==> src/rtl/spi_txn_scheduler.sv <==
// spi_txn_scheduler: round-robin arbiter and chip-select sequencer sharing one
// SPI byte engine between a host command path and a housekeeping poller.
module spi_txn_scheduler #(
  parameter int unsigned LEN_W           = 4,
  parameter int unsigned CS_SETUP_CYCLES = 2,
  parameter int unsigned CS_HOLD_CYCLES  = 2,
  parameter int unsigned CS_IDLE_CYCLES  = 4,
  parameter int unsigned TIMEOUT_CYCLES  = 255
) (
  input  logic             clock,
  input  logic             reset,
  input  logic             req0,
  input  logic             req1,
  input  logic [LEN_W-1:0] len0,
  input  logic [LEN_W-1:0] len1,
  input  logic [7:0]       tx0,
  input  logic [7:0]       tx1,
  output logic             grant0,
  output logic             grant1,
  output logic             tx_ready0,
  output logic             tx_ready1,
  output logic             rx_valid0,
  output logic             rx_valid1,
  output logic [7:0]       rx_data,
  output logic             done0,
  output logic             done1,
  output logic             eng_start,
  output logic [7:0]       eng_tx,
  input  logic             eng_done,
  input  logic [7:0]       eng_rx,
  output logic             cs_n,
  output logic             busy,
  output logic             err
);

  localparam int unsigned SH_MAX  = (CS_SETUP_CYCLES > CS_HOLD_CYCLES) ? CS_SETUP_CYCLES : CS_HOLD_CYCLES;
  localparam int unsigned CNT_MAX = (SH_MAX > CS_IDLE_CYCLES) ? SH_MAX : CS_IDLE_CYCLES;
  localparam int unsigned CNT_W   = $clog2(CNT_MAX + 1);
  localparam int unsigned WD_W    = $clog2(TIMEOUT_CYCLES + 1);

  typedef enum logic [2:0] {
    S_IDLE  = 3'd0,
    S_SETUP = 3'd1,
    S_START = 3'd2,
    S_WAIT  = 3'd3,
    S_HOLD  = 3'd4,
    S_GAP   = 3'd5
  } state_t;

  state_t           state, state_nxt;
  logic [CNT_W-1:0] cnt, cnt_d, cnt_inc, cnt_tgt;
  logic [WD_W-1:0]  wd, wd_d, wd_inc;
  logic             owner, owner_d, last_served, last_d, pick;
  logic [LEN_W-1:0] remaining, rem_d;
  logic [1:0]       grant_q, grant_d, tx_ready_q, tx_ready_d;
  logic [1:0]       rx_valid_q, rx_valid_d, done_q, done_d;
  logic             eng_start_d, cs_n_d, busy_d, err_d, cnt_hit, wd_hit;
  logic [7:0]       eng_tx_d, rx_data_d;

  assign grant0    = grant_q[0];
  assign grant1    = grant_q[1];
  assign tx_ready0 = tx_ready_q[0];
  assign tx_ready1 = tx_ready_q[1];
  assign rx_valid0 = rx_valid_q[0];
  assign rx_valid1 = rx_valid_q[1];
  assign done0     = done_q[0];
  assign done1     = done_q[1];

  // Saturating phase/watchdog counters and their terminal counts
  assign cnt_inc = (cnt == {CNT_W{1'b1}}) ? cnt : cnt + CNT_W'(1);
  assign wd_inc  = (wd == {WD_W{1'b1}}) ? wd : wd + WD_W'(1);
  assign cnt_tgt = (state == S_SETUP) ? CNT_W'(CS_SETUP_CYCLES - 1) :
                   (state == S_HOLD)  ? CNT_W'(CS_HOLD_CYCLES - 1)  :
                                        CNT_W'(CS_IDLE_CYCLES - 1);
  assign cnt_hit = (cnt == cnt_tgt);
  assign wd_hit  = (wd == WD_W'(TIMEOUT_CYCLES - 1));
  // Tie goes to whoever was not served last; otherwise the sole requester
  assign pick    = (req0 && req1) ? ~last_served : req1;

  // State and registered-output update
  always_ff @(posedge clock) begin
    if (!reset) begin
      state       <= S_IDLE;
      cnt         <= '0;
      wd          <= '0;
      owner       <= 1'b0;
      last_served <= 1'b1;
      remaining   <= '0;
      grant_q     <= '0;
      tx_ready_q  <= '0;
      rx_valid_q  <= '0;
      done_q      <= '0;
      eng_start   <= 1'b0;
      eng_tx      <= '0;
      rx_data     <= '0;
      cs_n        <= 1'b1;
      busy        <= 1'b0;
      err         <= 1'b0;
    end else begin
      state       <= state_nxt;
      cnt         <= cnt_d;
      wd          <= wd_d;
      owner       <= owner_d;
      last_served <= last_d;
      remaining   <= rem_d;
      grant_q     <= grant_d;
      tx_ready_q  <= tx_ready_d;
      rx_valid_q  <= rx_valid_d;
      done_q      <= done_d;
      eng_start   <= eng_start_d;
      eng_tx      <= eng_tx_d;
      rx_data     <= rx_data_d;
      cs_n        <= cs_n_d;
      busy        <= busy_d;
      err         <= err_d;
    end
  end

  // Next-state: eng_done beats a coincident watchdog terminal count
  always_comb begin
    state_nxt = state;
    case (state)
      S_IDLE:  if (req0 || req1) state_nxt = S_SETUP;
      S_SETUP: if (cnt_hit) state_nxt = S_START;
      S_START: state_nxt = S_WAIT;
      S_WAIT: begin
        if (eng_done)    state_nxt = (remaining == '0) ? S_HOLD : S_START;
        else if (wd_hit) state_nxt = S_HOLD;
      end
      S_HOLD:  if (cnt_hit) state_nxt = S_GAP;
      S_GAP:   if (cnt_hit) state_nxt = S_IDLE;
      default: state_nxt = S_IDLE;
    endcase
  end

  // Next values of datapath registers and pulses
  always_comb begin
    grant_d     = grant_q;
    cs_n_d      = cs_n;
    err_d       = err;
    eng_tx_d    = eng_tx;
    rx_data_d   = rx_data;
    owner_d     = owner;
    last_d      = last_served;
    rem_d       = remaining;
    tx_ready_d  = '0;
    rx_valid_d  = '0;
    done_d      = '0;
    eng_start_d = 1'b0;
    busy_d      = (state_nxt != S_IDLE);
    cnt_d       = (state_nxt != state) ? '0 : cnt_inc;
    wd_d        = (state == S_WAIT) ? wd_inc : '0;

    if (eng_done && (state != S_WAIT)) err_d = 1'b1;

    if (state_nxt == S_START) begin
      eng_start_d       = 1'b1;
      eng_tx_d          = owner ? tx1 : tx0;
      tx_ready_d[owner] = 1'b1;
    end

    case (state)
      S_IDLE: begin
        if (req0 || req1) begin
          owner_d = pick;
          rem_d   = pick ? len1 : len0;
          grant_d = pick ? 2'b10 : 2'b01;
          cs_n_d  = 1'b0;
        end
      end
      S_WAIT: begin
        if (eng_done) begin
          rx_data_d         = eng_rx;
          rx_valid_d[owner] = 1'b1;
          if (remaining != '0) rem_d = remaining - LEN_W'(1);
        end else if (wd_hit) begin
          err_d = 1'b1;
        end
      end
      S_HOLD: begin
        if (cnt_hit) begin
          done_d[owner] = 1'b1;
          grant_d       = '0;
          cs_n_d        = 1'b1;
          last_d        = owner;
        end
      end
      default: ;
    endcase
  end

endmodule
==> config.mk <==
export PLATFORM = sky130hd
export DESIGN_NAME = spi_txn_scheduler
export DESIGN_NICKNAME = d
export VERILOG_FILES = /design/src/rtl/spi_txn_scheduler.sv
export SDC_FILE = /design/constraint.sdc
export NUM_CORES = 1
export LEC_CHECK = 0
export ABC_AREA = 1
export BUFFER_PORTS_ARGS = -buffer_cell sky130_fd_sc_hd__buf_2
export CORE_ASPECT_RATIO = 1.75
export CORE_MARGIN = 3
export CORE_UTILIZATION = 52
export DETAILED_ROUTE_END_ITERATION = 16
export GPL_ROUTABILITY_DRIVEN = 0
export MAX_ROUTING_LAYER = met4
export PLACE_DENSITY = 0.82
export SYNTH_ARGS = -nofsm -noshare
export SYNTH_HDL_FRONTEND = slang
export SYNTH_SLANG_ARGS = --single-unit
==> constraint.sdc <==
create_clock -name clock -period 1.7 [get_ports clock]
set_input_delay 0.085 -clock clock [delete_from_list [all_inputs] [get_ports clock]]
set_output_delay 0.085 -clock clock [all_outputs]
set_load 0.02 [all_outputs]
== After elaboration in Yosys (flattened, before gate mapping) ==
Index checks and enable logic that the tools add are counted.
Operators by class
  order comparisons: 2
  reduce and logical (&&, ||, !) cells: 20
  muxes and demuxes: 31
  equal/unequal tests: 16
  bitwise operators: 2
  add/subtract/negate cells: 3
Operators with widths (count)
  3-bit 2-to-1 mux: 7
  3-bit one-hot mux with 6 select lines: 1
  8-bit equality test, second input constant: 2
  4-bit 2-to-1 mux: 4
  2-bit 2-to-1 mux: 5
  2-bit AND reduction: 5
  3-bit by 2-bit equality test with 1-bit output, second input constant: 3
  3-bit equality test, second input constant: 3
  1-bit 2-to-1 mux: 9
  3-bit AND reduction: 3
  8-bit by 1-bit adder with 8-bit output, second input constant: 1
  8-bit 2-to-1 mux: 1
  4-bit one-hot mux with 2 select lines: 1
  2-bit inequality test, second input constant: 3
  4-bit logical NOT: 1
  2-bit one-hot mux with 2 select lines: 1
  4-bit AND reduction: 1
  2-bit nonzero test: 2
  4-bit nonzero test: 1
  4-bit by 1-bit subtractor with 4-bit output, second input constant: 1
  3-bit by 1-bit adder with 3-bit output, second input constant: 1
  3-bit by 1-bit equality test with 1-bit output, second input constant: 1
  3-bit by 2-bit equality test with 1-bit output: 1
  1-bit logical AND: 3
  12 further kinds: 13
Storage, ports and cells
  register bits after elaboration: 48
  output and inout bits: 28

== Depth between registers and ports, before layout ==
Gate-level depths: netlist of the first run.
  depth after elaboration: 8
  mapped depth: 13
  gate-level depth less buffers: 13

== Worst setup path before layout of the first run ==
OpenSTA, ideal clock, no wires.
  path type: register -> register
  start: reg wd[0]
  end: reg eng_tx[0]
  clock period less this slack: 1.570 ns
  library setup time: 0.112 ns
  required time: 1.588 ns
  setup slack: 0.130 ns
  stages on the path, launching flop included: 13
  data arrival time: 1.458 ns
  cell sequence: dfxtp_1 > inv_1 > ha_1 > inv_1 > nor2_1 > nand2_1 > nand2_1 > inv_2 > nor2_2 > nand4_4 > buf_6 > nor2_2 > nor2_1
On the way
  cells in the longest elaborated chain, start to end: 5
Ends and longest elaborated chain
  start: declaration: RTL line 52  | logic [WD_W-1:0] wd, wd_d, wd_inc;
  start signal: assignment: RTL line 102  | wd <= wd_d;
  8-bit equality test: RTL line 76  | assign wd_hit = (wd == WD_W'(TIMEOUT_CYCLES - 1));
  3-bit 2-to-1 mux: RTL line 128  | else if (wd_hit) state_nxt = S_HOLD;
  3-bit 2-to-1 mux: RTL line 127  | if (eng_done) state_nxt = (remaining == '0) ? S_HOLD : S_START;
  3-bit one-hot mux with 6 select lines: RTL line 122  | case (state)
  3-bit by 2-bit equality test with 1-bit output: RTL line 156  | if (state_nxt == S_START) begin
  end signal: assignment: RTL line 111  | eng_tx <= eng_tx_d;
  end: declaration: RTL line 28  | output logic [7:0] eng_tx,
Every way passes these cells.
A chain may end at the register's enable or synchronous reset.

== Worst setup path in the final report of the first run ==
  start: reg cnt[0]
  end: reg eng_tx[7]
On the way
  cells in the longest elaborated chain, start to end: 4
Ends and longest elaborated chain
  start: declaration: RTL line 51  | logic [CNT_W-1:0] cnt, cnt_d, cnt_inc, cnt_tgt;
  start signal: assignment: RTL line 101  | cnt <= cnt_d;
  3-bit by 2-bit equality test with 1-bit output *: RTL line 75  | assign cnt_hit = (cnt == cnt_tgt);
  3-bit 2-to-1 mux (on tied branches): RTL line 131, 124, 130
  3-bit one-hot mux with 6 select lines *: RTL line 122
  3-bit by 2-bit equality test with 1-bit output *: RTL line 156
Every way passes the cells marked *; elsewhere a longest branch is shown, timed or not.

==> flow_summary.ini, run 1 <==
[setup_path]
end_kind = register
slowest_stage = dfxtp_1
critical_path_required_ns = 1.94
start_kind = register
arrival_ns = 1.95
crit_buf_inv = 2
path_cells = inv_1 -> nor2_1 -> nand3_4 -> nand2_2 -> nand4_4 -> buf_12 -> nand2_1 -> nand2_1 -> nor2_1
cp_max_fo = 5
cpPeakStageDelay_ns = 0.41
critical-path-top-delay-family = simple AND/OR/NAND/NOR gates
worstSetupPathType = reg2reg
r2r_slack_ns = -0.01

[final_layout]
multi_input_area_um2 = 1250
nNetsFinal = 438
area_delta_synth_final_pct = 27.7
fin_cells = 446
regArea_um2 = 966
design_area_um2 = 3000
diodes = 0
utilization_pct = 70.9
final_layout_size_suffix_gt1_share_pct = 31.7
fillers = 335

[timing]
final-setup-viol-count = 1
fmax_ghz = 0.584
min_period_ns = 1.71
worst_pin_slew_ns = 0.477
skew_ns = 0.00757
period_share_pct = 101
slew_headroom_pct = 68.2
rsz0062_at_grt = true
fin_tns_setup_ns = -0.0115
slew_violations = 0
setup_ws_ns = -0.0115
hold_viol_final = 0

[route]
vias = 2284
dr.pass1.iters = 4
ant_nets = 0
wl_um = 5770
drt_iter0_markers = 122
vias_per_cell = 5.12
post-route-drc-count = 0
drt-wirelength-per-cell_um = 12.9

[synth]
ys_seq_area_share_pct = 40.9
synthXorXnorAreaFrac_pct = 1.86
synth_fa_ha_area_share_pct = 2.66
ys_ff_latch = 48
synthSimpleGateAreaFrac_pct = 35.7
synth_compound_area_share_pct = 10.3
syn_area_um2 = 2350
synth_top_family_by_area = simple AND/OR/NAND/NOR gates
postSynthCellCount = 326
synthMuxAreaShare_pct = 0
ys.warnings.count = 0
synth_fp_nets = 368
syn_avg_cell_area_um2 = 7.20
synth_edf_count = 0
synth_flop_cell = dfxtp_1
async_flop_share_pct = 0
synth_cell_type_count = 32

[run_status]
failed_checks = setup timing
status = finished, violations left

[grt]
grt_max_degree = 20
grt_pass1_vias = 2173
antenna_found_initial = 0
gr-total-overflow = 0
grt_first_pass_wirelength_um = 9050
grt.total_usage_pct = 21.7

[power]
ir_drop_mv = 0.996
power_leakage_nw = 1.52
power_density_nw_per_um2 = 1050

[clock_network]
htree_levels = 2
cts_buffer_depth = 2
cts_made_buffers = 5
clock_sinks = 48
cts_root_buffer = clkbuf_8
clock_latency_ns = 0.31
tritoncts = built
clk_pin_slew_ns = 0.09

[floorplanning]
rows = 31
ioPinCount = 65
core_um2 = 4230
die_y_um = 94.9
start_util_pct = 55.5
die_area_um2 = 5390
die_x_um = 56.8

[flow_run]
max_cap_violations = 0

[hold_path]
holdCritPathClass = in2reg

[placed_design]
placed_cell_area_um2 = 2720
dp_cells = 435
port_buffers = 64
pre_cts_ws_ns = -0.0501
dp_hpwl_um = 4130
worst min-delay path, stage by stage:
cell,delay [ns]
buf_2,0.10
nand3_1,0.06
a21oi_1,0.06
cells in the mapped netlist (3+ instances only):
cell type,count,area (um^2)
a211oi_1,4,30.0
nand2_2,5,31.3
nor3_2,3,30.0
inv_1,39,146
inv_2,3,11.3
xor2_1,4,35.0
a21oi_1,26,130
clkbuf_1,5,18.8
nand2_1,89,334
nor3_1,6,30.0
ha_1,5,62.6
nor2_4,3,33.8
nor2_2,8,50.1
nand3_1,21,105
o21ai_0,9,45.0
dfxtp_1,48,961
nor2_1,28,105
power breakdown:
| part | switching (mW) | internal (mW) | total [mW] |
|---|---|---|---|
| Combinational | 0.535 | 0.313 | 0.848 |
| Sequential | 0.0822 | 1.23 | 1.31 |
| Clock | 0.393 | 0.592 | 0.984 |
layer usage:
layer | vias to the layer above | part of all wire (%) | global-route usage, %
met3 | 16 | 5.9 | 3.83
met5 | - | 0 | -
li1 | 1176 | - | -
met1 | 1018 | 37 | 21.7
met4 | 0 | 2.6 | 10.1
met2 | 74 | 54 | 40.0
what timing repair did:
item	4_1_cts	5_1_grt
buffers inserted	1	0
endpoints found under the setup margin	8	19
hold buffers	0	0
gates cloned	0	2
pin swaps	1	9
resized for setup	0	22
registers in the layout, summed over array words and instances (netlist names):
register	count
wd	8
tx_ready_q	2
remaining	4
rx_data	8
last_served	1
state	3
owner	1
eng_tx	8
cs_n	1
eng_start	1
done_q	2
rx_valid_q	2
busy	1
cnt	3
grant_q	2
err	1
layout make-up:
type                    instances  area share (%)
flip-flops and latches         48            32.2
clock buffers                   5            2.30
well taps                      49            2.05
inverters                      43            5.38
repair buffers                 71            14.0
clock inverters                 3            2.30
multi-input cells             227            41.7
through the flow:
stage / hold WS [ns] / power (mW)
after global placement: 0.360 / 2.06
final: 0.0360 / 3.14
after global routing: 0.0340 / 3.32
after CTS: 0.0335 / 3.08
after floorplan: 0.253 / 1.87
after detailed placement: 0.365 / 2.08
final timing paths:
kind	from	to	cells after the start
max reg2reg	cnt[0]	eng_tx[7]	9
min reg2reg	rx_data[0]	rx_data[0]	2
max	cnt[0]	eng_tx[7]	9
min	eng_rx[3]	rx_data[3]	3
cells by family after synthesis:
family          Yosys count
compound gates           44
flops                    48
xor+xnor                  5
buf+inv                  51
simple gates            173
fa+ha+maj                 5
cells in the final DEF, fill, tap and decap left out, types with 6 or more instances in the layout:
cell | Yosys | final
a21oi_1 | 26 | 26
buf_2 | 1 | 64
nor3_1 | 6 | 6
nand3_1 | 21 | 19
nor2_1 | 28 | 26
nand2_1 | 89 | 83
nor2_2 | 8 | 9
nand2_2 | 5 | 9
inv_1 | 39 | 37
o21ai_0 | 9 | 9
dfxtp_1 | 48 | 44
No activity file was read; power rests on OpenSTA's default activity.
==> inputs of run 2 (changes only) <==
- CTS_BUF_LIST: default -> sky130_fd_sc_hd__clkbuf_16
- SLEW_MARGIN: default -> 20
==> run 2 against run 1 <==
Compared with the run above: the run now ends clean; sequential cell count is the same; non-clock buffer count grew 1; worst setup slack gained 0.086 ns; sequential share of layout area shrank 0.065 points; critical path type unchanged; critical endpoint is now eng_tx[4]; largest cell class unchanged.
==> flow_summary.ini, run 2 (synthesis results as in run 1) <==
[setup_path]
path_cells = inv_1 -> nor2_1 -> nand3_4 -> nand2_4 -> nand4_4 -> buf_6 -> nand2_1 -> nand2_1 -> nor2_1
start_kind = register
slowest_stage = dfxtp_1
cpPeakStageDelay_ns = 0.41
worstSetupPathType = reg2reg
end_kind = register
cp_max_fo = 7
r2r_slack_ns = 0.07
critical_path_required_ns = 1.93
arrival_ns = 1.85

[clock_network]
htree_levels = 2
cts_root_buffer = clkbuf_16
clk_pin_slew_ns = 0.07
clock_latency_ns = 0.29
hold_buffers = 0
cts_made_buffers = 5
clock_sinks = 48
tritoncts = built
cts_buffer_depth = 2

[grt]
gr-total-overflow = 0
grt_use_met1_pct = 22.1
grt_first_pass_wirelength_um = 9340
grt_pass1_vias = 2236
antenna_found_initial = 0
grt_busiest_layer = met2
grt.total_usage_pct = 22.2
grt_max_degree = 19
grt_util_met3_pct = 3.97
grt_use_met2_pct = 41.1

[route]
ant_nets = 0
drt-wirelength-per-cell_um = 13.0
drt_iter0_markers = 122
post-route-drc-count = 0
vias_per_cell = 5.24
wl_um = 5820
dr.pass1.iters = 4
vias = 2342

[floorplanning]
die_area_um2 = 5390
start_util_pct = 55.5
die_x_um = 56.8
ioPinCount = 65
core_um2 = 4230
die_y_um = 94.9
rows = 31

[final_layout]
design_area_um2 = 3010
final_layout_size_suffix_gt1_share_pct = 31.9
nNetsFinal = 439
utilization_pct = 71.1
layout_common_cells = 85 x nand2_1, 64 x buf_2, 43 x dfxtp_1
diodes = 0
top_regs = eng_tx (8), rx_data (8), wd (8)
final_common_cell = nand2_1
fillers = 337
area_delta_synth_final_pct = 28.1

[power]
seq_power_share_pct = 38.5
comb_power_share_pct = 24.1
power_density_nw_per_um2 = 1130
ir_drop_mv = 0.976
switchingPower_mw = 1.04
clock_power_share_pct = 37.3
internal_power_mw = 2.37
power_leakage_nw = 1.53
switching_share_pct = 30.5

[timing]
slew_headroom_pct = 69.8
period_share_pct = 95.6
fmax_ghz = 0.615
worst_pin_slew_ns = 0.452
hold_viol_final = 0
min_period_ns = 1.63
rsz0062_at_grt = true
setup_ws_ns = 0.0742
slew_violations = 0
final-setup-viol-count = 0
skew_ns = 0.00549
holdWs_ns = 0.0624

[placed_design]
placed_cell_area_um2 = 2720
port_buffers = 64
pre_cts_ws_ns = -0.0501
dp_hpwl_um = 4130

[hold_path]
holdCritPathClass = in2reg

[run_status]
status = complete, no violations

[flow_run]
max_cap_violations = 0
## run 2: changes by cell type in the layout (fill, tap and decap cells not counted), sizes merged
cell	delta
buf	+3
clkbuf	-2
## run 2: cell type report
type,count,area [um^2],share of cell area [%]
clock inverters,3,68.8,2.29
inverters,43,161,5.37
multi-input cells,227,1230,41.0
repair buffers,72,392,13.0
clock buffers,5,125,4.16
well taps,49,61.3,2.04
flip-flops and latches,48,967,32.2
## run 2: layer usage
layer,wire [um],up-vias
met5,0,-
met4,195,0
met3,404,23
met2,3120,93
met1,2100,1054
li1,-,1172
## run 2: through the flow
step	std cells	power (mW)	setup TNS, ns
after floorplan	326	1.87	0
after global placement	435	2.06	0
after detailed placement	435	2.08	-0.270
after CTS	446	3.37	0
after global routing	447	3.58	-0.203
final	447	3.40	0
## run 2: worst paths after layout
| path | to | from | cells after the start |
|---|---|---|---|
| worst max register to register | eng_tx[4] | cnt[0] | 9 |
| worst min-delay path | rx_data[3] | eng_rx[3] | 3 |
| worst min register to register | rx_data[0] | rx_data[0] | 2 |
| worst max-delay path | eng_tx[4] | cnt[0] | 9 |
## run 2: repair_timing
item	CTS	global route
setup endpoints to repair	8	19
gates resized for setup	0	22
buffers inserted	3	1
pin swaps	1	7
## run 2: power groups by stage
stage	clock, mW	combinational [mW]	sequential (mW)
floorplan	0	0.492	1.38
finish	1.27	0.821	1.31
CTS	1.28	0.778	1.31
global route	1.33	0.920	1.32
detailed placement	0	0.749	1.33
global placement	0	0.731	1.33
## run 2: critical path, delay by kind of cell (launching register included)
family / cells / cell delay [ns]
simple gates: 7 / 0.90
buf+inv: 2 / 0.27
flops: 1 / 0.41
==> inputs of run 3 (changes only) <==
- ABC_AREA: 1 -> default
- CORE_UTILIZATION: 52 -> 51
==> run 3 against run 2 <==
Compared with the run above: the run now ends with setup timing left; synthesized area shrank 3.2%; global-route usage shrank 0.63 points; critical path depth shrank 1; worst hold slack lost 0.034 ns; critical path type unchanged; largest cell class unchanged.
==> flow_summary.ini, run 3 <==
[placed_design]
placed_cell_area_um2 = 2740
pre_cts_ws_ns = -0.0553
dp_cells = 376
dp_hpwl_um = 4070
port_buffers = 64

[synth]
synth_fa_ha_area_share_pct = 2.75
async_flop_share_pct = 0
syn_area_um2 = 2270
synthMuxAreaShare_pct = 5.72
synth_fp_nets = 297
synth_cell_type_count = 53
synth_top_area_cell = dfxtp_1
postSynthCellCount = 255
synthSimpleGateAreaFrac_pct = 21.7
synth_edf_count = 0
netlist_top_cells_area = dfxtp_1 42%, mux2i_1 5.7%, nand2_1 5.6%
synth_flop_cell = dfxtp_1
ys.warnings.count = 0
ys_ff_latch = 48
ys_seq_area_share_pct = 42.3
synth.most_common_cell = dfxtp_1
synth_top_family_by_area = simple AND/OR/NAND/NOR gates
syn_avg_cell_area_um2 = 8.92
synth_compound_area_share_pct = 19.9
yosys-top-cells-count = 48 x dfxtp_1, 34 x nand2_1, 25 x a21oi_1
synthXorXnorAreaFrac_pct = 1.93
synth_top_area_share_pct = 42.3

[grt]
antenna_found_initial = 0
grt_first_pass_wirelength_um = 9000
gr-total-overflow = 0
grt.total_usage_pct = 21.6
grt_pass1_vias = 2196
grt_max_degree = 17

[route]
vias = 2175
wl_um = 5820
vias_per_cell = 5.65
drt_iter0_markers = 52
post-route-drc-count = 0
dr.pass1.iters = 4
drt-wirelength-per-cell_um = 15.1
ant_nets = 0

[clock_network]
tritoncts = built
cts_root_buffer = clkbuf_16
clk_pin_slew_ns = 0.07
cts_buffer_depth = 2
clock_sinks = 48
cts_made_buffers = 5
htree_levels = 2
clock_latency_ns = 0.29

[flow_run]
max_cap_violations = 0

[floorplanning]
die_y_um = 94.3
die_x_um = 56.5
rows = 31
ioPinCount = 65
start_util_pct = 53.8
core_um2 = 4230
die_area_um2 = 5330

[timing]
hold_viol_final = 0
final-setup-viol-count = 1
period_share_pct = 101
slew_violations = 0
worst_pin_slew_ns = 0.364
skew_ns = 0.00333
min_period_ns = 1.71
rsz0062_at_grt = true
fmax_ghz = 0.584
setup_ws_ns = -0.0116
slew_headroom_pct = 75.5

[final_layout]
fin_cells = 385
design_area_um2 = 3000
final_layout_size_suffix_gt1_share_pct = 37.8
final_common_cell = buf_2
top_regs = eng_tx (8), rx_data (8), wd (8)
diodes = 0
layout_common_cells = 64 x buf_2, 40 x dfxtp_1, 34 x nand2_1
nNetsFinal = 377
area_delta_synth_final_pct = 31.8

[setup_path]
start_kind = register
critical_path_required_ns = 1.90
cp_max_fo = 9
arrival_ns = 1.91
end_kind = register
worstSetupPathType = reg2reg

[run_status]
status = finished, violations left
failed_checks = setup timing

[power]
power_density_nw_per_um2 = 978
ir_drop_mv = 0.854
power_leakage_nw = 1.26

[hold_path]
holdCritPathClass = in2reg
## run 3: layer usage
| layer | part of all wire, % | vias to the layer above | GRT usage [%] |
|---|---|---|---|
| met5 | 0 | - | - |
| met3 | 3.7 | 8 | 3.44 |
| li1 | - | 1070 | - |
| met4 | 1.7 | 0 | 8.71 |
| met1 | 37 | 1041 | 20.6 |
| met2 | 58 | 56 | 41.8 |
## run 3: path summary, 6_finish.rpt
path	depth (start not counted)	slack (ns)	from	end
setup reg to reg	8	-0.01	remaining[0]	eng_tx[3]
hold reg to reg	2	0.45	rx_data[3]	rx_data[3]
hold / removal	3	0.03	eng_rx[3]	rx_data[3]
setup / recovery	8	-0.01	remaining[0]	eng_tx[3]
## run 3: layout make-up
cell class	count	area, um^2
Multi-Input combinational cell	185	1260
Fill cell	333	1230
Sequential cell	48	971
Timing Repair Buffer	87	504
Clock buffer	5	125
Tap cell	49	61.3
Clock inverter	3	46.3
Inverter	8	30.0
## run 3: cell families after synthesis
group                    Yosys count
AND/OR/NAND/NOR                   95
multiplexers                      13
AO/OA/AOI/OAI                     67
adder cells (fa/ha/maj)            5
buffers and inverters             22
XOR/XNOR                           5
flip-flops                        48
## run 3: report_power, final
part           switching [mW]  internal [mW]
clock                   0.441          0.699
sequential             0.0567           1.18
combinational           0.294          0.257
## run 3: through the flow
stage	power, mW	setup TNS (ns)	hold slack [ns]	util (%)
floorplan	1.59	0	0.221	-
global placement	1.74	0	0.326	64.7
detailed placement	1.76	-0.541	0.333	64.7
CTS	2.90	0	0.0253	69.4
global route	3.02	-0.461	0.0422	70.9
finish	2.93	-0.0116	0.0285	70.9
## run 3: timing repair
action                                  CTS  global route
hold buffers                              0             0
endpoints found under the setup margin   16            19
pin swaps                                 0             5
buffers inserted                          0             0
gates cloned                              1             0
resized for setup                         7            19
## run 3: worst max-delay path: stages (launching register included)
cell and delay (ns):
dfxtp_2 0.35, inv_2 0.06, ha_4 0.15, nand4bb_1 0.14, o31ai_4 0.11, a311oi_4 0.30
buf_6 0.18, a31oi_1 0.10, a211oi_1 0.23
